$ cat src/rtl/mips_multicycle_if.sv
// Shared instruction/data memory port with a single-cycle ready handshake.
interface mips_multicycle_if;
    logic        mem_req;
    logic        mem_we;
    logic [31:0] mem_addr;
    logic [31:0] mem_wdata;
    logic [31:0] mem_rdata;
    logic        mem_ready;

    modport master (
        output mem_req,
        output mem_we,
        output mem_addr,
        output mem_wdata,
        input  mem_rdata,
        input  mem_ready
    );

    modport slave (
        input  mem_req,
        input  mem_we,
        input  mem_addr,
        input  mem_wdata,
        output mem_rdata,
        output mem_ready
    );
endinterface

$ cat src/rtl/mips_multicycle.sv
// Multicycle MIPS core (lw/sw/R-type/addi/beq/j) on one shared memory port.
// Define MIPS_MC_BNE_EN to add bne; otherwise op 000101 decodes as a nop.
module mips_multicycle #(
    parameter logic [31:0] RESET_PC = 32'h0
) (
    input  logic               clk,
    input  logic               reset,
    mips_multicycle_if.master  mem,
    output logic [31:0]        pc,
    output logic [3:0]         state,
    output logic               retired
);
    typedef enum logic [3:0] {
        S_FETCH   = 4'd0,
        S_DECODE  = 4'd1,
        S_MEMADR  = 4'd2,
        S_MEMRD   = 4'd3,
        S_MEMWB   = 4'd4,
        S_MEMWR   = 4'd5,
        S_EXECUTE = 4'd6,
        S_ALUWB   = 4'd7,
        S_BRANCH  = 4'd8,
        S_ADDIEX  = 4'd9,
        S_ADDIWB  = 4'd10,
        S_JUMP    = 4'd11
    } state_t;

    state_t      state_q, state_d;
    logic [31:0] pc_q, pc_d;
    logic [31:0] ir_q, ir_d;
    logic [31:0] mdr_q, mdr_d;
    logic [31:0] a_q, a_d;
    logic [31:0] b_q, b_d;
    logic [31:0] alu_q, alu_d;
    logic [31:0] rf_q [32];

    logic        rf_we;
    logic [4:0]  rf_wa;
    logic [31:0] rf_wd;
    logic        take;

    logic [5:0]  op;
    logic [4:0]  rs, rt, rd;
    logic [5:0]  funct;
    logic [31:0] simm;

    assign op    = ir_q[31:26];
    assign rs    = ir_q[25:21];
    assign rt    = ir_q[20:16];
    assign rd    = ir_q[15:11];
    assign funct = ir_q[5:0];
    assign simm  = {{16{ir_q[15]}}, ir_q[15:0]};

    assign mem.mem_req   = (state_q == S_FETCH) || (state_q == S_MEMRD) ||
                           (state_q == S_MEMWR);
    assign mem.mem_we    = (state_q == S_MEMWR);
    assign mem.mem_addr  = (state_q == S_FETCH) ? pc_q : alu_q;
    assign mem.mem_wdata = b_q;

    assign pc    = pc_q;
    assign state = state_q;

    always_comb begin
        state_d = state_q;
        pc_d    = pc_q;
        ir_d    = ir_q;
        mdr_d   = mdr_q;
        a_d     = a_q;
        b_d     = b_q;
        alu_d   = alu_q;
        rf_we   = 1'b0;
        rf_wa   = rt;
        rf_wd   = alu_q;
        retired = 1'b0;
        take    = 1'b0;
        unique case (state_q)
            S_FETCH: begin
                if (mem.mem_ready) begin
                    ir_d    = mem.mem_rdata;
                    pc_d    = pc_q + 32'd4;
                    state_d = S_DECODE;
                end
            end
            S_DECODE: begin
                a_d   = rf_q[rs];
                b_d   = rf_q[rt];
                alu_d = pc_q + (simm << 2);
                case (op)
                    6'b100011,
                    6'b101011: state_d = S_MEMADR;
                    6'b000000: state_d = S_EXECUTE;
                    6'b000100: state_d = S_BRANCH;
`ifdef MIPS_MC_BNE_EN
                    6'b000101: state_d = S_BRANCH;
`endif
                    6'b001000: state_d = S_ADDIEX;
                    6'b000010: state_d = S_JUMP;
                    default: begin
                        state_d = S_FETCH;
                        retired = 1'b1;
                    end
                endcase
            end
            S_MEMADR: begin
                alu_d   = a_q + simm;
                state_d = (op == 6'b100011) ? S_MEMRD : S_MEMWR;
            end
            S_MEMRD: begin
                if (mem.mem_ready) begin
                    mdr_d   = mem.mem_rdata;
                    state_d = S_MEMWB;
                end
            end
            S_MEMWB: begin
                rf_we   = 1'b1;
                rf_wd   = mdr_q;
                retired = 1'b1;
                state_d = S_FETCH;
            end
            S_MEMWR: begin
                if (mem.mem_ready) begin
                    retired = 1'b1;
                    state_d = S_FETCH;
                end
            end
            S_EXECUTE: begin
                state_d = S_ALUWB;
                case (funct)
                    6'b100000: alu_d = a_q + b_q;
                    6'b100010: alu_d = a_q - b_q;
                    6'b100100: alu_d = a_q & b_q;
                    6'b100101: alu_d = a_q | b_q;
                    6'b101010: alu_d = {31'b0, $signed(a_q) < $signed(b_q)};
                    default:   state_d = S_FETCH;
                endcase
            end
            S_ALUWB: begin
                rf_we   = 1'b1;
                rf_wa   = rd;
                retired = 1'b1;
                state_d = S_FETCH;
            end
            S_BRANCH: begin
                take = (a_q == b_q);
`ifdef MIPS_MC_BNE_EN
                if (op == 6'b000101) take = (a_q != b_q);
`endif
                if (take) pc_d = alu_q;
                retired = 1'b1;
                state_d = S_FETCH;
            end
            S_ADDIEX: begin
                alu_d   = a_q + simm;
                state_d = S_ADDIWB;
            end
            S_ADDIWB: begin
                rf_we   = 1'b1;
                retired = 1'b1;
                state_d = S_FETCH;
            end
            S_JUMP: begin
                pc_d    = {pc_q[31:28], ir_q[25:0], 2'b00};
                retired = 1'b1;
                state_d = S_FETCH;
            end
            default: state_d = S_FETCH;
        endcase
    end

    // r0 is never written, so it always reads back as zero
    always_ff @(posedge clk or posedge reset) begin
        if (reset) begin
            state_q <= S_FETCH;
            pc_q    <= RESET_PC;
            ir_q    <= '0;
            mdr_q   <= '0;
            a_q     <= '0;
            b_q     <= '0;
            alu_q   <= '0;
            for (int i = 0; i < 32; i++) rf_q[i] <= '0;
        end else begin
            state_q <= state_d;
            pc_q    <= pc_d;
            ir_q    <= ir_d;
            mdr_q   <= mdr_d;
            a_q     <= a_d;
            b_q     <= b_d;
            alu_q   <= alu_d;
            if (rf_we && rf_wa != 5'd0) rf_q[rf_wa] <= rf_wd;
        end
    end
endmodule
$ cat src/flat_wrapper.sv
// flat-port wrapper written by rule: the top's interface ports become plain ports
module mips_multicycle_flat 
#(
    parameter logic [31:0] RESET_PC = 32'h0
)
  (clk, reset, pc, state, retired, mem_mem_req, mem_mem_we, mem_mem_addr, mem_mem_wdata, mem_mem_rdata, mem_mem_ready);
  mips_multicycle_if mem_i ();
  input  logic clk;
  input  logic reset;
  output logic [31:0] pc;
  output logic [3:0] state;
  output logic retired;
  output wire logic [$bits(mem_i.mem_req)-1:0] mem_mem_req;
  output wire logic [$bits(mem_i.mem_we)-1:0] mem_mem_we;
  output wire logic [$bits(mem_i.mem_addr)-1:0] mem_mem_addr;
  output wire logic [$bits(mem_i.mem_wdata)-1:0] mem_mem_wdata;
  input wire logic [$bits(mem_i.mem_rdata)-1:0] mem_mem_rdata;
  input wire logic [$bits(mem_i.mem_ready)-1:0] mem_mem_ready;
  assign mem_mem_req = mem_i.mem_req;
  assign mem_mem_we = mem_i.mem_we;
  assign mem_mem_addr = mem_i.mem_addr;
  assign mem_mem_wdata = mem_i.mem_wdata;
  assign mem_i.mem_rdata = mem_mem_rdata;
  assign mem_i.mem_ready = mem_mem_ready;
  mips_multicycle #(.RESET_PC(RESET_PC)) u_core (.clk(clk), .reset(reset), .mem(mem_i), .pc(pc), .state(state), .retired(retired));
endmodule
$ cat config.mk
export PLATFORM = sky130hd
export DESIGN_NAME = mips_multicycle_flat
export DESIGN_NICKNAME = d
export VERILOG_FILES = /design/src/rtl/mips_multicycle_if.sv /design/src/rtl/mips_multicycle.sv /design/src/flat_wrapper.sv
export SDC_FILE = /design/constraint.sdc
export NUM_CORES = 2
export LEC_CHECK = 0
export BUFFER_PORTS_ARGS = -buffer_cell sky130_fd_sc_hd__clkbuf_2
export CORE_MARGIN = 5
export CORE_UTILIZATION = 30
export DETAILED_ROUTE_END_ITERATION = 16
export GPL_TIMING_DRIVEN = 0
export HOLD_SLACK_MARGIN = 0.12
export PLACE_DENSITY = 0.56
export SLEW_MARGIN = 20
export SYNTH_ARGS = -nofsm -noshare
export SYNTH_HDL_FRONTEND = slang
export SYNTH_SLANG_ARGS = --single-unit
$ cat constraint.sdc
create_clock -name clk -period 37.5 [get_ports clk]
set_input_delay 5.625 -clock clk [delete_from_list [all_inputs] [get_ports clk]]
set_output_delay 5.625 -clock clk [all_outputs]
set_load 0.005 [all_outputs]
==> results.ini <==
[run_status]
status = completed

[critical_path]
max_stage_delay_ns = 0.32
crit_fanout = 9
worst_ep_required_time_ns = 31.87
crit_type = in -> out
path_cells = buf_2 -> a21oi_1 -> o32ai_1 -> clkbuf_2
cp-startpoint = mem_mem_ready
start_kind = primary input
cp_slowest_cell = o32ai_1
cp-end-kind = output port
crit_arrival_ns = 6.42
r2r_start = u_core.ir_q[17]$_DFFE_PP0P_

[timing]
min_period_ns = 12.04
slew_viol_final = 0
rsz0062_at_grt = no
hold_viol = 0
tns_ns = 0
tightest_slew_ns = 1.29
fin_crit_sh = 0.321
worst_slack_ns = 25.46
slew_headroom = 0.136
fmax_ghz = 0.0830
setup_violations = 0
finClkSkew_ns = 0.0399

[clock_network]
cts_tree = built
clk-insertion-delay-late_ns = 0.81
hold_buffers = 0
clk_pin_slew_ns = 0.06
cts.sinks = 1220
cts_resized = 0
cts_buffers = 139
ctsHtreeMaxLevel = 4
clk_path_buf_depth = 3
cts-root-buf = clkbuf_16
post-cts-setup-buffer-count = 0

[yosys]
yosysUniqueCellTypes = 110
yosys_warnings = 0
yosysTopAreaCell = dfrtp_1
ys.flop_type = dfrtp_1
synth-seq-cells = 1220
async_reset_ff_frac = 1.00
syn_area_per_cell_um2 = 10.8
synth_top_area_frac = 0.442
synth_nets = 6559
seq_area_frac_synth = 0.442
syn_area_um2 = 69000
yosys-top-cells-area = dfrtp_1, mux4_2, a21oi_1, nor2_1, o21ai_0
syn_inst = 6363
synth_edf_count = 0

[placed_design]
place.gp.congestion = 0.973
dp_cells = 9570
post-place-ws_ns = 25.46
dp_hpwl_um = 225000
portBuffers = 136

[global_route]
grt_overflow = 0
grt_max_degree = 36
gr-usage-all-layers = 0.227
grt_pass1_vias = 56300
grt_pass1_wl_um = 397000
antenna_found_initial = 10

[die]
fp.dieH_um = 490
die-area_um2 = 240000
die_w_um = 490
core_um2 = 229000
floorplan.initialDensity = 0.301
io_pins = 138
rows = 176

[route]
vias_per_cell = 5.79
avgRoutedWirePerCell_um = 28.3
vias = 56900
drtIter0Drc = 6817
antenna_left = 0
drtPass1Iterations = 6
wl_um = 278000
drcViolationCount = 0

[cells_and_area]
area_delta_synth_final_pct = 15.0
final_net_count = 6881
finalNonFillerCells = 9830
drive_above_1_share = 0.192

[min_path]
hold_path.class = reg -> reg
hold_start = u_core.rf_q[1019]$_DFFE_PP0P_

[power_and_ir_drop]
powerDensity_nw_per_um2 = 90.7
irDropWorstVdd_mv = 0.0582
power.leakage_nw = 33.5

[flow_run]
maxCapViolCount = 0

## per-layer routing
metal,track usage,wire length (µm),vias up
met5,0,37,-
met4,0.109,15400,6
met3,0.0515,27300,537
met2,0.351,124000,3103
met1,0.303,111000,29300
li1,-,-,24000
## cell type report
type                            count  area, µm²
Inverter                          119        450
Antenna cell                        8       20.0
Sequential cell                  1220      30500
Clock inverter                     59        858
Timing Repair Buffer              181       1610
Multi-Input combinational cell   4438      35700
Buffer                            586       2420
Tap cell                         3026       3790
Clock buffer                      193       4010
Fill cell                       22800     150000
## Yosys cell counts (all sizes together) (9+ instances only)
master / n
a211oi: 31
a21o: 29
a21oi: 817
a221oi: 43
a22o: 10
a31oi: 37
and2: 14
and3: 20
buf: 105
clkbuf: 480
dfrtp: 1220
ha: 157
inv: 119
mux2: 98
mux2i: 107
mux4: 640
nand2: 555
nand2b: 13
nand3: 55
nand4: 21
nor2: 866
nor2b: 16
nor3: 46
nor4: 15
o211ai: 19
o21a: 9
o21ai: 559
o21bai: 15
o22ai: 34
o31ai: 19
xnor2: 50
xor2: 24
## worst max-delay path: cells and delay by family
kind            cells  cell delay [ns]
buf+inv             2             0.38
compound gates      2             0.41
## registers in the layout (all words and copies together), names as in the netlist
name	count
u_core.a_q	32
u_core.alu_q	32
u_core.ir_q	32
u_core.mdr_q	32
u_core.mem.mem_wdata	32
u_core.pc	32
u_core.rf_q	1024
u_core.state	4
## kinds of logic after synthesis
family,count (synthesis),synth area share
simple gates,1658,0.0985
flops,1220,0.442
buf+inv,705,0.0409
xor+xnor,74,0.00939
compound gates,1700,0.139
mux,845,0.240
fa+ha+maj,161,0.0296
## per-stage QoR
step                cell area, µm²  hold slack [ns]  utilization  power, W
floorplan                    69000            0.441            -   0.00430
global placement             73500            0.452        0.320   0.00555
detailed placement           74500            0.468        0.325   0.00565
CTS                          79300            0.481        0.346   0.00712
global route                 79400            0.501        0.346   0.00750
finish                       79400            0.475        0.346   0.00720
## worst paths after layout
check,slack [ns],cells past startpoint,end
worst max-delay path,25.46,4,retired
worst min-delay path,0.47,1,u_core.rf_q[1019]$_DFFE_PP0P_
worst max register to register,32.77,8,u_core.mem.mem_wdata[3]$_DFFE_PP0P_
worst min register to register,0.47,1,u_core.rf_q[1019]$_DFFE_PP0P_
max in group asynchronous,29.55,13,u_core.rf_q[547]$_DFFE_PP0P_
min in group asynchronous,4.92,2,u_core.rf_q[278]$_DFFE_PP0P_
## power by group
group | internal (W) | total (W) | leakage [nW] | switching [W]
clock | 0.000864 | 0.00146 | 2.38 | 0.000596
combinational | 0.00137 | 0.00351 | 14.3 | 0.00214
sequential | 0.00177 | 0.00223 | 16.7 | 0.000463
total | 0.00400 | 0.00720 | 33.5 | 0.00320
## cells in the final DEF, fill, tap and decap left out, types with 43 or more instances in the layout
cell,n
dfrtp_1,1219
nor2_1,864
a21oi_1,811
mux4_2,640
nand2_1,552
o21ai_0,521
clkbuf_1,470
clkbuf_2,164
ha_1,157
clkbuf_16,143
inv_1,116
mux2i_1,100
mux2_2,98
buf_2,56
nand3_1,53
xnor2_1,50
nor3_1,45
buf_1,43
Power figures use the tool's default switching activity.
